<file path="config.mk">
export PLATFORM = sky130hd
export DESIGN_NAME = jtframe_sdram_arb
export DESIGN_NICKNAME = d
export VERILOG_FILES = /design/src/rtl/jtframe_sdram_arb.sv
export SDC_FILE = /design/constraint.sdc
export NUM_CORES = 1
export LEC_CHECK = 0
export BUFFER_PORTS_ARGS = -buffer_cell sky130_fd_sc_hd__clkbuf_2
export CORE_ASPECT_RATIO = 1.25
export CORE_UTILIZATION = 30
export CTS_BUF_LIST = sky130_fd_sc_hd__clkbuf_4
export DETAILED_ROUTE_END_ITERATION = 10
export GPL_TIMING_DRIVEN = 0
export PLACE_DENSITY = 0.64
export SYNTH_ARGS = -nofsm -noshare
export SYNTH_HDL_FRONTEND = slang
export SYNTH_SLANG_ARGS = --single-unit
</file>
<file path="constraint.sdc">
create_clock -name clk_rom -period 10.2 [get_ports clk_rom]
set_input_delay 2.04 -clock clk_rom [delete_from_list [all_inputs] [get_ports clk_rom]]
set_output_delay 2.04 -clock clk_rom [all_outputs]
set_load 0.1 [all_outputs]
</file>
<file path="src/rtl/jtframe_sdram_arb.sv">
// Round-robin N-channel arbiter for the single game-side SDRAM port, with completion watchdog.
// Define JTFRAME_SDRAM_ARB_PRIO_EN to give channel 0 fixed top priority.
module jtframe_sdram_arb #(
  parameter int CH      = 4,
  parameter int CHW     = 2,
  parameter int AW      = 22,
  parameter int TIMEOUT = 255
)(
  input  logic             clk_rom,
  input  logic             rst,
  input  logic             downloading,
  input  logic [CH-1:0]    ch_req,
  input  logic [CH*AW-1:0] ch_addr,
  input  logic [CH*2-1:0]  ch_bank,
  input  logic [CH-1:0]    ch_rnw,
  input  logic [CH*2-1:0]  ch_wrmask,
  input  logic [CH*16-1:0] ch_din,
  output logic [CH-1:0]    ch_ack,
  output logic [CH-1:0]    ch_rdy,
  output logic [CH-1:0]    ch_err,
  output logic [31:0]      ch_dout,
  output logic [CHW-1:0]   owner,
  output logic             busy,
  output logic             sdram_req,
  output logic [AW-1:0]    sdram_addr,
  output logic [1:0]       sdram_bank,
  output logic             sdram_rnw,
  output logic [1:0]       sdram_wrmask,
  output logic [15:0]      data_write,
  input  logic             sdram_ack,
  input  logic [31:0]      data_read,
  input  logic             data_rdy,
  input  logic             loop_rst
);

  typedef enum logic [1:0] {
    S_IDLE,
    S_REQ,
    S_WAIT
  } state_t;

  state_t         state;
  logic [CHW-1:0] last;
  logic [7:0]     wd;
  logic [CHW-1:0] pick;
  logic [CHW-1:0] cand;
  logic           pick_vld;
  logic [CH-1:0]  sel;

  assign sel  = {{(CH-1){1'b0}}, 1'b1} << owner;
  assign busy = state != S_IDLE;

  // Scan last+1 .. last; descending loop so the nearest requester wins.
  always_comb begin
    pick_vld = 1'b0;
    pick     = '0;
    cand     = '0;
    for (int k = CH; k >= 1; k--) begin
      cand = CHW'((int'(last) + k) % CH);
`ifdef JTFRAME_SDRAM_ARB_PRIO_EN
      if (ch_req[cand] && cand != '0) begin
`else
      if (ch_req[cand]) begin
`endif
        pick_vld = 1'b1;
        pick     = cand;
      end
    end
`ifdef JTFRAME_SDRAM_ARB_PRIO_EN
    if (ch_req[0]) begin
      pick_vld = 1'b1;
      pick     = '0;
    end
`endif
  end

  always_ff @(posedge clk_rom or posedge rst) begin
    if (rst) begin
      state        <= S_IDLE;
      last         <= CHW'(CH - 1);
      wd           <= '0;
      owner        <= '0;
      ch_ack       <= '0;
      ch_rdy       <= '0;
      ch_err       <= '0;
      ch_dout      <= '0;
      sdram_req    <= 1'b0;
      sdram_addr   <= '0;
      sdram_bank   <= '0;
      sdram_rnw    <= 1'b0;
      sdram_wrmask <= '0;
      data_write   <= '0;
    end else begin
      ch_ack <= '0;
      ch_rdy <= '0;
      ch_err <= '0;
      if (loop_rst) begin
        state     <= S_IDLE;
        sdram_req <= 1'b0;
      end else begin
        unique case (state)
          S_IDLE: begin
            if (!downloading && pick_vld) begin
              owner        <= pick;
              sdram_addr   <= ch_addr[pick*AW +: AW];
              sdram_bank   <= ch_bank[pick*2 +: 2];
              sdram_rnw    <= ch_rnw[pick];
              sdram_wrmask <= ch_wrmask[pick*2 +: 2];
              data_write   <= ch_din[pick*16 +: 16];
              sdram_req    <= 1'b1;
              state        <= S_REQ;
`ifdef JTFRAME_SDRAM_ARB_PRIO_EN
              if (pick != '0) last <= pick;
`else
              last <= pick;
`endif
            end
          end
          S_REQ: begin
            if (sdram_ack) begin
              sdram_req <= 1'b0;
              ch_ack    <= sel;
              wd        <= '0;
              state     <= S_WAIT;
            end
          end
          S_WAIT: begin
            if (data_rdy) begin
              if (sdram_rnw) ch_dout <= data_read;
              ch_rdy <= sel;
              state  <= S_IDLE;
            end else if (wd == 8'(TIMEOUT - 1)) begin
              ch_err <= sel;
              state  <= S_IDLE;
            end else begin
              wd <= wd + 8'd1;
            end
          end
          default: state <= S_IDLE;
        endcase
      end
    end
  end

endmodule

</file>
# Word level (Yosys, flattened, before mapping)
# Cells that the tools add are included.
# W data, S select, Z words.
# op_classes
mux,42
n_eq_ne,9
reduce_logical,11
add_sub_neg,5
order_cmp,5
shift,5
multipliers,1
n_bitwise,1
# op_table
operator,n
$shiftx A88 B8 Y22,1
$shiftx A64 B7 Y16,1
$mux W4,10
$mux W8,3
$mux W2,9
$pmux W8 S2,1
$shiftx A8 B4 Y2,2
$lt A2 B3 Y1 const B,5
$mux W1,12
$bmux W1 S2,5
$reduce_and A3 Y1,3
$add A8 B1 Y8 const B,1
$eq A8 B8 Y1 const B,1
$mul A2 B4 Y6 const B,1
$ne A2 B2 Y1 const B,3
$ne A3 B3 Y1 const B,2
$pmux W2 S3,1
$reduce_and A5 Y1,1
$add A2 B1 Y2 const B,2
$add A2 B2 Y2 const B,2
$ne A4 B4 Y1 const B,1
$reduce_and A4 Y1,1
$reduce_bool A2 Y1,2
$shl A1 B2 Y4 const A,1
other kinds (8),8
# totals
word_cells,93
output_inout_bits,91
reg_bits,102
input_bits,214

# Longest topological paths before layout
# Gate-level depths: netlist (run 1).
# logic_depth
word_depth,11
ltp_mapped,8

# Worst setup path after synthesis (run 1)
# Ideal clock, no wire load.
# synth_timing
path_type,input-to-reg
from,input ch_req[3]
to,register data_write[0]
path_buffers,1
t_required_ps,10074
path_slack_ps,6706
arrival_ps,3368
cell_stages,6
setup_ps,126
path_cell_list,mux2i_1 > o22ai_2 > a21oi_4 > buf_6 > mux2_4 > a221o_1
# synth_between
elab_chain_len,8
elab_cells_between_ends,19
cone_classes,shift: 1; mux: 16; reduce/logical: 2
# synth_lines
item,line_no,source
"start, declared",12,"input logic [CH-1:0] ch_req,"
branches (longest 8 deep; another with $shiftx A64 B7 Y16),n/a,
"end signal, assigned",109,data_write <= ch_din[pick*16 +: 16];
"end, declared",29,"output logic [15:0] data_write,"
# Parallel ways; which one is timed is not known. The select of a mux whose other input is x is not followed.
# A chain may end at the register's enable or synchronous reset.

# Worst setup path in the final report (run 1)
# layout_timing
from,register state[1]
to,output busy
# layout_between
elab_chain_len,1
# layout_lines
item,line_no,source
"start, declared",42,state_t state;
"start signal, assigned",79,state <= S_IDLE;
"start signal, assigned",98,state <= S_IDLE;
"start signal, assigned",111,state <= S_REQ;
$reduce_bool A2 Y1,51,assign busy = state != S_IDLE;
"end, declared",23,"output logic busy,"
# No other way between the ends.

==> results of run 1 <==
routing by layer:
layer | part of all wire | routed length (um) | vias up | GRT usage
li1 | - | - | 2463 | -
met1 | 0.39 | 7450 | 2450 | 0.211
met2 | 0.52 | 9860 | 225 | 0.346
met3 | 0.077 | 1460 | 12 | 0.0595
met4 | 0.012 | 224 | 0 | 0.0453
met5 | 0 | 0 | - | 0
cell type report:
type                       instances  area [sq um]  share of cell area
sequential                       102          2550               0.329
multi-input combinational        340          2860               0.368
timing repair buffer             305          1540               0.198
tap                              232           290              0.0374
antenna                            1          2.50            0.000322
clock inverter                     7          57.6             0.00741
inverter                           6          25.0             0.00322
buffer                            42           365              0.0470
clock buffer                       9          67.6             0.00870
critical path: stages (launching register included):
cell and delay, ps:
dfrtp_1 390, buf_4 160, or2_2 290, clkbuf_2 370
logic make-up (layout without fill, tap and decap cells):
kind of cell | after synthesis | after routing | synth area share
flops | 102 | 102 | 0.440
mux | 119 | 119 | 0.248
fa+ha+maj | 2 | 2 | 0.00431
simple gates | 155 | 155 | 0.137
buf+inv | 48 | 369 | 0.0668
other cells | 0 | 1 | 0
xor+xnor | 4 | 4 | 0.00604
compound gates | 60 | 60 | 0.0976
power breakdown:
part / switching [mW] / internal (mW) / total [mW]
Combinational: 0.971 / 0.294 / 1.27
Sequential: 0.0656 / 0.504 / 0.570
Clock: 0.150 / 0.0537 / 0.204
Total: 1.19 / 0.853 / 2.04
metrics by stage:
step,hold slack (ps),utilization
after CTS,529,0.412
after floorplan,483,-
after detailed placement,494,0.405
after global placement,487,0.404
final,525,0.412
after global routing,543,0.412
path summary, 6_finish.rpt:
kind                       depth (start not counted)              startpoint                   endpoint
min reg2reg                                        1  ch_dout[0]$_DFFE_PP0P_     ch_dout[0]$_DFFE_PP0P_
max                                                3    state[1]$_DFFE_PP0P_                       busy
max reg2reg                                        6     last[1]$_DFFE_PP1P_  sdram_addr[7]$_DFFE_PP0P_
min in group asynchronous                          2                     rst    ch_dout[10]$_DFFE_PP0P_
min                                                1  ch_dout[0]$_DFFE_PP0P_     ch_dout[0]$_DFFE_PP0P_
max in group asynchronous                          3                     rst     ch_dout[8]$_DFFE_PP0P_
placed cells by master, fill, tap and decap left out, types with 3 or more instances in the layout:
cell	Yosys	routed
a21oi_1	5	5
and3_1	3	3
buf_2	11	11
clkbuf_2	0	304
nor2_1	21	21
nand2_1	11	11
inv_1	6	5
clkbuf_4	0	9
buf_6	14	14
dfrtp_1	100	100
xor2_1	4	4
nand2b_1	6	6
mux2_2	34	34
mux2i_1	44	44
mux2_4	41	41
a221o_1	43	43
clkbuf_1	9	9
nand4_1	3	3
buf_12	5	6
nor3_1	5	5
nand3_1	91	91
registers in the layout, indices dropped and copies added (netlist names), 4 cells and up:
| name | cells |
|---|---|
| data_write | 16 |
| wd | 8 |
| ch_err | 4 |
| ch_dout | 32 |
| sdram_addr | 22 |
| ch_ack | 4 |
| ch_rdy | 4 |
==> results.sh, run 1 <==
export IMPL_drive_above_1_share=0.546
export IMPL_place_area_sq_um=7640
export IMPL_pre_cts_slack_ps=6070
export IMPL_drc=0
export IMPL_outcome="finished clean"
export IMPL_finalSetupViolations=0
export IMPL_worstPathMaxFanout=10
export IMPL_core_area_sq_um=18800
export IMPL_critPathLaunchType="flip-flop"
export IMPL_post_cts_resized=0
export IMPL_synth_top_cell_by_area="dfrtp_1"
export IMPL_rows=56
export IMPL_drv_cap=0
export IMPL_r2r_slack_ps=7770
export IMPL_grt_pass1_vias=5070
export IMPL_p_leak_nw=4.13
export IMPL_cp_required_ps=8160
export IMPL_synth_area_leaders="dfrtp_1 (43%), mux2_4 (11%), nand3_1 (7.8%), mux2i_1 (7.6%), a221o_1 (7.4%)"
export IMPL_place_inst=1027
export IMPL_dieHeight_um=158
export IMPL_grt_setup_unrepaired="false"
export IMPL_synthesis_area_sq_um=5800
export IMPL_maxSlewViolCount=0
export IMPL_synth_top_area_frac=0.431
export IMPL_postSynthAreaPerCell_sq_um=11.8
export IMPL_async_reset_ff_frac=1.00
export IMPL_netlist_instances=490
export IMPL_fmax_mhz=269
export IMPL_min_path_type="reg2reg"
export IMPL_io_buffers=304
export IMPL_synth_flop_cell="dfrtp_1"
export IMPL_fin_crit_sh=0.365
export IMPL_max_vdd_ir_drop_mv=0.131
export IMPL_start_util=0.308
export IMPL_cts_hold_buf=0
export IMPL_dieWidth_um=126
export IMPL_clkLatencyLatePin_ps=480
export IMPL_cts_sinks=102
export IMPL_num_io_pins=305
export IMPL_yosysMostFrequentCell="dfrtp_1"
export IMPL_synth_net_count=706
export IMPL_grt_pass1_wl_mm=28.2
export IMPL_period_needed_ps=3720
export IMPL_cts_tree="built"
export IMPL_vias_per_cell=4.93
export IMPL_grt_max_degree=62
export IMPL_wl_per_cell_um=18.2
export IMPL_hold_viol=0
export IMPL_yosys_warnings=0
export IMPL_slew_headroom=0.475
export IMPL_finalWirelength_mm=19.0
export IMPL_power_total_mw=2.04
export IMPL_first_pass_iters=4
export IMPL_power_density_nw_per_um2=263
export IMPL_hpwl_mm=14.6
export IMPL_critPathKind="reg2out"
export IMPL_grt_usage=0.189
export IMPL_cts_buffer_depth=2
export IMPL_cts_made_buffers=9
export IMPL_finalClockSkew_ps=21.6
export IMPL_tightest_slew_ps=788
export IMPL_vias=5150
export IMPL_stdcell_area_sq_um=7770
export IMPL_ctsHtreeMaxLevel=3
export IMPL_end_kind="output pin"
export IMPL_instances_no_fill=1044
export IMPL_arrival_ps=1680
export IMPL_postRouteAntennaNets=0
export IMPL_clk_pin_slew_worst_paths_ps=170
export IMPL_layout_setup_ws_ps=6480
export IMPL_gr_total_overflow=0
export IMPL_place_gp_congestion=0.789
export IMPL_ys_seq_elements=102
export IMPL_nNetsFinal=1022
export IMPL_synth_edff_count=0
export IMPL_post_cts_buffers=0
export IMPL_synthDistinctLibCells=46
export IMPL_fillers=1910
export IMPL_antenna_found_initial=1
export IMPL_ys_seq_area_frac=0.440
export IMPL_yosys_top_cells_count="dfrtp_1 (100), nand3_1 (91), mux2i_1 (44), a221o_1 (43), mux2_4 (41)"
export IMPL_syn2layout_area_growth_pct=33.8
export IMPL_cts_root_buffer="clkbuf_4"
export IMPL_drt_iter0_drc=194
export IMPL_design_die_area_sq_um=19900
export IMPL_tns_ps=0
No activity file was read; power rests on OpenSTA's default activity.
==> run 2, diff against run 1 <==
--- a/config.mk
+++ b/config.mk
@@ -11,7 +11,7 @@
 export CTS_BUF_LIST = sky130_fd_sc_hd__clkbuf_4
 export DETAILED_ROUTE_END_ITERATION = 10
 export GPL_TIMING_DRIVEN = 0
-export PLACE_DENSITY = 0.64
+export PLACE_DENSITY = 0.66
 export SYNTH_ARGS = -nofsm -noshare
 export SYNTH_HDL_FRONTEND = slang
 export SYNTH_SLANG_ARGS = --single-unit
==> constraint.sdc (replaced) <==
create_clock -name clk_rom -period 3.3 [get_ports clk_rom]
set_input_delay 0.66 -clock clk_rom [delete_from_list [all_inputs] [get_ports clk_rom]]
set_output_delay 0.66 -clock clk_rom [all_outputs]
set_load 0.1 [all_outputs]
==> run 2 against run 1 <==
Clock power grew to 3.2 times the previous value. Wire length is essentially flat. Highest routed layer unchanged. Clock skew grew 11 ps. Largest power group unchanged. Register-to-register slack lost 6900 ps. Cell count is the same. Sequential power grew to 3.1 times the previous value. Sequential cell count is the same. Core utilization grew 0.13 points. Design area grew 0.31%. Count of clock-buffer cells in the layout grew 1. Global-route usage is essentially flat. Setup slack lost 5600 ps.
==> results.sh, run 2 (synthesis gave the netlist of run 1 again) <==
export IMPL_fillers=1828
export IMPL_drt_iter0_drc=272
export IMPL_vias=5155
export IMPL_r2r_slack_ps=840
export IMPL_cts_tree="built"
export IMPL_grt_pass1_vias=5174
export IMPL_io_buffers=304
export IMPL_cts_sinks=102
export IMPL_tns_ps=0
export IMPL_rr_worst_depth=6
export IMPL_vias_per_cell=4.94
export IMPL_tightest_slew_ps=802
export IMPL_core_area_sq_um=18800
export IMPL_reg2reg_to="sdram_bank[1]$_DFFE_PP0P_"
export IMPL_power_total_mw=6.34
export IMPL_critPathLaunchType="flip-flop"
export IMPL_min_path_type="in2async"
export IMPL_clk_pin_slew_worst_paths_ps=180
export IMPL_end_kind="flip-flop"
export IMPL_fmax_mhz=406
export IMPL_max_vdd_ir_drop_mv=0.427
export IMPL_cts_made_buffers=9
export IMPL_period_needed_ps=2460
export IMPL_power_density_nw_per_um2=814
export IMPL_diodes=0
export IMPL_crit_cells=6
export IMPL_rows=56
export IMPL_wl_per_cell_um=18.2
export IMPL_hold_viol=0
export IMPL_syn2layout_area_growth_pct=34.2
export IMPL_post_cts_buffers=0
export IMPL_hpwl_mm=14.8
export IMPL_worstPathMaxFanout=10
export IMPL_nNetsFinal=1023
export IMPL_reg2reg_from="last[1]$_DFFE_PP1P_"
export IMPL_first_pass_iters=4
export IMPL_max_stage_delay_ps=640
export IMPL_drive_above_1_share=0.547
export IMPL_gr_total_overflow=0
export IMPL_finalSetupViolations=0
export IMPL_finalWirelength_mm=19.0
export IMPL_grt_setup_unrepaired="false"
export IMPL_antenna_found_initial=0
export IMPL_regMostFlops="ch_dout"
export IMPL_dieWidth_um=126
export IMPL_outcome="finished clean"
export IMPL_postRouteAntennaNets=0
export IMPL_cp_num_buf_inv=1
export IMPL_maxSlewViolCount=0
export IMPL_cts_buffer_depth=2
export IMPL_finalClockSkew_ps=33.1
export IMPL_cts_root_buffer="clkbuf_4"
export IMPL_critPathKind="reg2reg"
export IMPL_grt_usage=0.188
export IMPL_top_regs="ch_dout: 32 flops, sdram_addr: 22 flops, data_write: 16 flops"
export IMPL_crit_family="compound AO/OA/AOI/OAI gates"
export IMPL_dieHeight_um=158
export IMPL_seq_area_sq_um=2550
export IMPL_clkLatencyLatePin_ps=490
export IMPL_grt_pass1_wl_mm=28.3
export IMPL_layout_common_cells="clkbuf_2 (304), dfrtp_1 (100), nand3_1 (91)"
export IMPL_post_cts_resized=0
export IMPL_slew_headroom=0.464
export IMPL_design_die_area_sq_um=19900
export IMPL_place_gp_congestion=0.823
export IMPL_largest_reg_flops=32
export IMPL_final_common_cell="clkbuf_2"
export IMPL_ctsHtreeMaxLevel=3
export IMPL_drv_cap=0
export IMPL_cp_required_ps=3660
export IMPL_cp_cell_sequence="mux2i_1 > o22ai_2 > a21oi_4 > buf_6 > mux2_4 > a221o_1"
export IMPL_p_leak_nw=4.13
export IMPL_start_util=0.308
export IMPL_cts_hold_buf=0
export IMPL_grt_max_degree=41
export IMPL_fin_crit_sh=0.747
export IMPL_slowest_stage="dfstp_2"
export IMPL_drc=0
export IMPL_num_io_pins=305
export IMPL_arrival_ps=2820
export IMPL_multi_input_area_sq_um=2860
-- run 2: area by class of cell --
cell class,count,area share
Sequential cell,102,0.328
Buffer,42,0.0469
Timing Repair Buffer,306,0.200
Clock inverter,6,0.00707
Inverter,6,0.00337
Clock buffer,10,0.00964
Tap cell,232,0.0373
Multi-Input combinational cell,340,0.367
-- run 2: metal layers --
layer	wire length (um)	part of all wire	vias up	track usage
met5	0	0	-	0
li1	-	-	2465	-
met1	7750	0.41	2444	0.218
met2	9700	0.51	229	0.342
met4	276	0.015	0	0.0643
met3	1280	0.067	17	0.0411
-- run 2: through the flow --
step / util / setup slack (ps) / area, sq um / instances / hold WS, ps
4_1_cts: 0.413 / 816 / 7790 / 1044 / 250
3_3_place_gp: 0.404 / 546 / 7620 / 1026 / 487
2_1_floorplan: - / 1190 / 5810 / 490 / 483
3_5_place_dp: 0.406 / 544 / 7660 / 1028 / 494
6_report: 0.413 / 836 / 7790 / 1044 / 272
5_1_grt: 0.413 / 758 / 7790 / 1044 / 278
-- run 2: how the worst max path moves through the flow --
| stage | slack, ps | end | startpoint |
|---|---|---|---|
| 2_1_floorplan | 1190 | data_write[0]$_DFFE_PP0P_ | ch_req[3] |
| 3_3_place_gp | 550 | sdram_rnw$_DFFE_PP0P_ | ch_req[0] |
| 3_5_place_dp | 540 | data_write[15]$_DFFE_PP0P_ | ch_req[0] |
| 4_1_cts | 820 | sdram_bank[1]$_DFFE_PP0P_ | last[1]$_DFFE_PP1P_ |
| 5_1_grt | 760 | sdram_bank[1]$_DFFE_PP0P_ | last[1]$_DFFE_PP1P_ |
| 6_report | 840 | sdram_bank[1]$_DFFE_PP0P_ | last[1]$_DFFE_PP1P_ |
-- run 2: worst register-to-register path, stage by stage, from the launching register on --
cell and delay (ps):
dfstp_2 640, mux2i_1 240, o22ai_2 130, a21oi_4 390
buf_6 300, mux2_4 340, a221o_1 320
-- run 2: report_power, final --
| part | switching, mW | internal [mW] | total [mW] |
|---|---|---|---|
| Clock | 0.474 | 0.177 | 0.651 |
| Sequential | 0.204 | 1.56 | 1.76 |
| Combinational | 3.02 | 0.912 | 3.93 |
| Total | 3.69 | 2.65 | 6.34 |
==> run 3, diff against run 2 <==
--- a/config.mk
+++ b/config.mk
@@ -11,7 +11,7 @@
 export CTS_BUF_LIST = sky130_fd_sc_hd__clkbuf_4
 export DETAILED_ROUTE_END_ITERATION = 10
 export GPL_TIMING_DRIVEN = 0
-export PLACE_DENSITY = 0.66
+export PLACE_DENSITY = 0.64
 export SYNTH_ARGS = -nofsm -noshare
 export SYNTH_HDL_FRONTEND = slang
 export SYNTH_SLANG_ARGS = --single-unit
==> constraint.sdc (replaced) <==
create_clock -name clk_rom -period 2.3 [get_ports clk_rom]
set_input_delay 0.46 -clock clk_rom [delete_from_list [all_inputs] [get_ports clk_rom]]
set_output_delay 0.46 -clock clk_rom [all_outputs]
set_load 0.1 [all_outputs]
==> run 3 against run 2 <==
First-iteration DRC count fell by 2.6%. Critical path type unchanged. Largest cell class unchanged. Clock skew fell by 12 ps. Core utilization rose by 0.40 points. Die area did not move. Clock power rose by 43%. Critical path depth rose by 1. Sequential power rose by 43%. Global-route usage fell by 0.11 points.
==> results.sh, run 3 (synthesis gave the netlist of run 1 again) <==
export IMPL_outcome="finished clean"
export IMPL_worstPathMaxFanout=10
export IMPL_gr_total_overflow=0
export IMPL_nNetsFinal=1026
export IMPL_period_needed_ps=2220
export IMPL_design_die_area_sq_um=19900
export IMPL_finalWirelength_mm=18.8
export IMPL_fin_crit_sh=0.964
export IMPL_critPathKind="reg2reg"
export IMPL_final_common_cell="clkbuf_2"
export IMPL_hold_viol=0
export IMPL_cts_tree="built"
export IMPL_cts_root_buffer="clkbuf_4"
export IMPL_post_route_util=0.417
export IMPL_pre_cts_slack_ps=-185
export IMPL_fin_hold_ws_ps=114
export IMPL_cts_made_buffers=9
export IMPL_dieHeight_um=158
export IMPL_slew_headroom=0.423
export IMPL_postRouteAntennaNets=0
export IMPL_grt_usage=0.187
export IMPL_hpwl_mm=14.6
export IMPL_min_path_type="in2async"
export IMPL_layout_setup_ws_ps=83.5
export IMPL_fillers=1853
export IMPL_cp_required_ps=2650
export IMPL_p_leak_nw=4.17
export IMPL_grt_pass1_wl_mm=28.3
export IMPL_drv_cap=0
export IMPL_num_io_pins=305
export IMPL_finalSetupViolations=0
export IMPL_cts_buffer_depth=2
export IMPL_io_buffers=304
export IMPL_grt_pass1_vias=5269
export IMPL_tightest_slew_ps=863
export IMPL_grt_setup_unrepaired="false"
export IMPL_arrival_ps=2570
export IMPL_ctsHtreeMaxLevel=3
export IMPL_rows=56
export IMPL_critPathLaunchType="flip-flop"
export IMPL_maxSlewViolCount=0
export IMPL_max_vdd_ir_drop_mv=0.592
export IMPL_regMostFlops="ch_dout"
export IMPL_dieWidth_um=126
export IMPL_tns_ps=0
export IMPL_power_density_nw_per_um2=1160
export IMPL_finalClockSkew_ps=21.1
export IMPL_top_regs="ch_dout: 32 flops, sdram_addr: 22 flops, data_write: 16 flops"
export IMPL_end_kind="flip-flop"
export IMPL_antenna_found_initial=1
export IMPL_clkLatencyLatePin_ps=470
export IMPL_core_area_sq_um=18800
export IMPL_grt_max_degree=39
export IMPL_syn2layout_area_growth_pct=35.5
export IMPL_vias=5167
export IMPL_wl_per_cell_um=17.9
export IMPL_first_pass_iters=4
export IMPL_drt_iter0_drc=265
export IMPL_vias_per_cell=4.93
export IMPL_cts_sinks=102
export IMPL_place_gp_congestion=0.782
export IMPL_layout_common_cells="clkbuf_2 (306), dfrtp_1 (100), nand3_1 (91)"
export IMPL_drc=0
export IMPL_drive_above_1_share=0.552
export IMPL_start_util=0.308
export IMPL_largest_reg_flops=32
export IMPL_cts_hold_buf=0
export IMPL_fmax_mhz=451
export IMPL_clk_pin_slew_worst_paths_ps=180
[run 3: layer usage]
metal / GRT usage / wire length, um / part of all wire / vias up
met1: 0.210 / 7450 / 0.40 / 2440
met4: 0.0608 / 300 / 0.016 / 0
li1: - / - / - / 2475
met5: 0 / 0 / 0 / -
met2: 0.351 / 9850 / 0.52 / 229
met3: 0.0391 / 1180 / 0.063 / 23
[run 3: power breakdown]
group	switching [mW]	total, mW	leakage (nW)	internal, mW
Sequential	0.281	2.52	1.33	2.24
Combinational	4.34	5.71	2.77	1.36
Clock	0.678	0.932	0.0666	0.254
[run 3: final cells by class]
class | instances | area [sq um] | share of cell area
antenna | 1 | 2.50 | 0.000318
clock inverter | 6 | 55.1 | 0.00700
buffer | 42 | 387 | 0.0492
inverter | 6 | 26.3 | 0.00334
clock buffer | 10 | 75.1 | 0.00955
tap | 232 | 290 | 0.0369
timing repair buffer | 309 | 1600 | 0.203
sequential | 102 | 2550 | 0.325
multi-input combinational | 340 | 2880 | 0.366
[run 3: worst paths after layout]
| kind | start | cells after the start | to | slack, ps |
|---|---|---|---|---|
| max | last[1]$_DFFE_PP1P_ | 7 | sdram_addr[6]$_DFFE_PP0P_ | 80 |
| min | rst | 2 | ch_dout[23]$_DFFE_PP0P_ | 110 |
| max reg2reg | last[1]$_DFFE_PP1P_ | 7 | sdram_addr[6]$_DFFE_PP0P_ | 80 |
| min reg2reg | last[1]$_DFFE_PP1P_ | 2 | last[1]$_DFFE_PP1P_ | 510 |
| max in group asynchronous | rst | 3 | last[1]$_DFFE_PP1P_ | 1470 |
| min in group clk_rom | data_read[27] | 2 | ch_dout[27]$_DFFE_PP0P_ | 200 |
[run 3: repair_timing]
item / 4_1_cts / 5_1_grt
resized for setup: 3 / 9
pin swaps: 0 / 2
endpoints found under the setup margin: 43 / 16
buffers inserted: 3 / 0
[run 3: metrics by stage]
step | area [sq um] | total power [mW] | std cells
after CTS | 7840 | 9.21 | 1047
after global placement | 7620 | 8.18 | 1026
after global routing | 7870 | 9.52 | 1048
after detailed placement | 7660 | 8.21 | 1028
after floorplan | 5810 | 7.10 | 490
final | 7870 | 9.16 | 1048
[run 3: worst max-delay path, cell delays in order, from the launching register on]
cell	delay [ps]
dfstp_2	620
mux2i_1	240
o22ai_2	110
a21oi_4	150
buf_12	170
buf_12	170
mux2_4	310
a221o_1	320
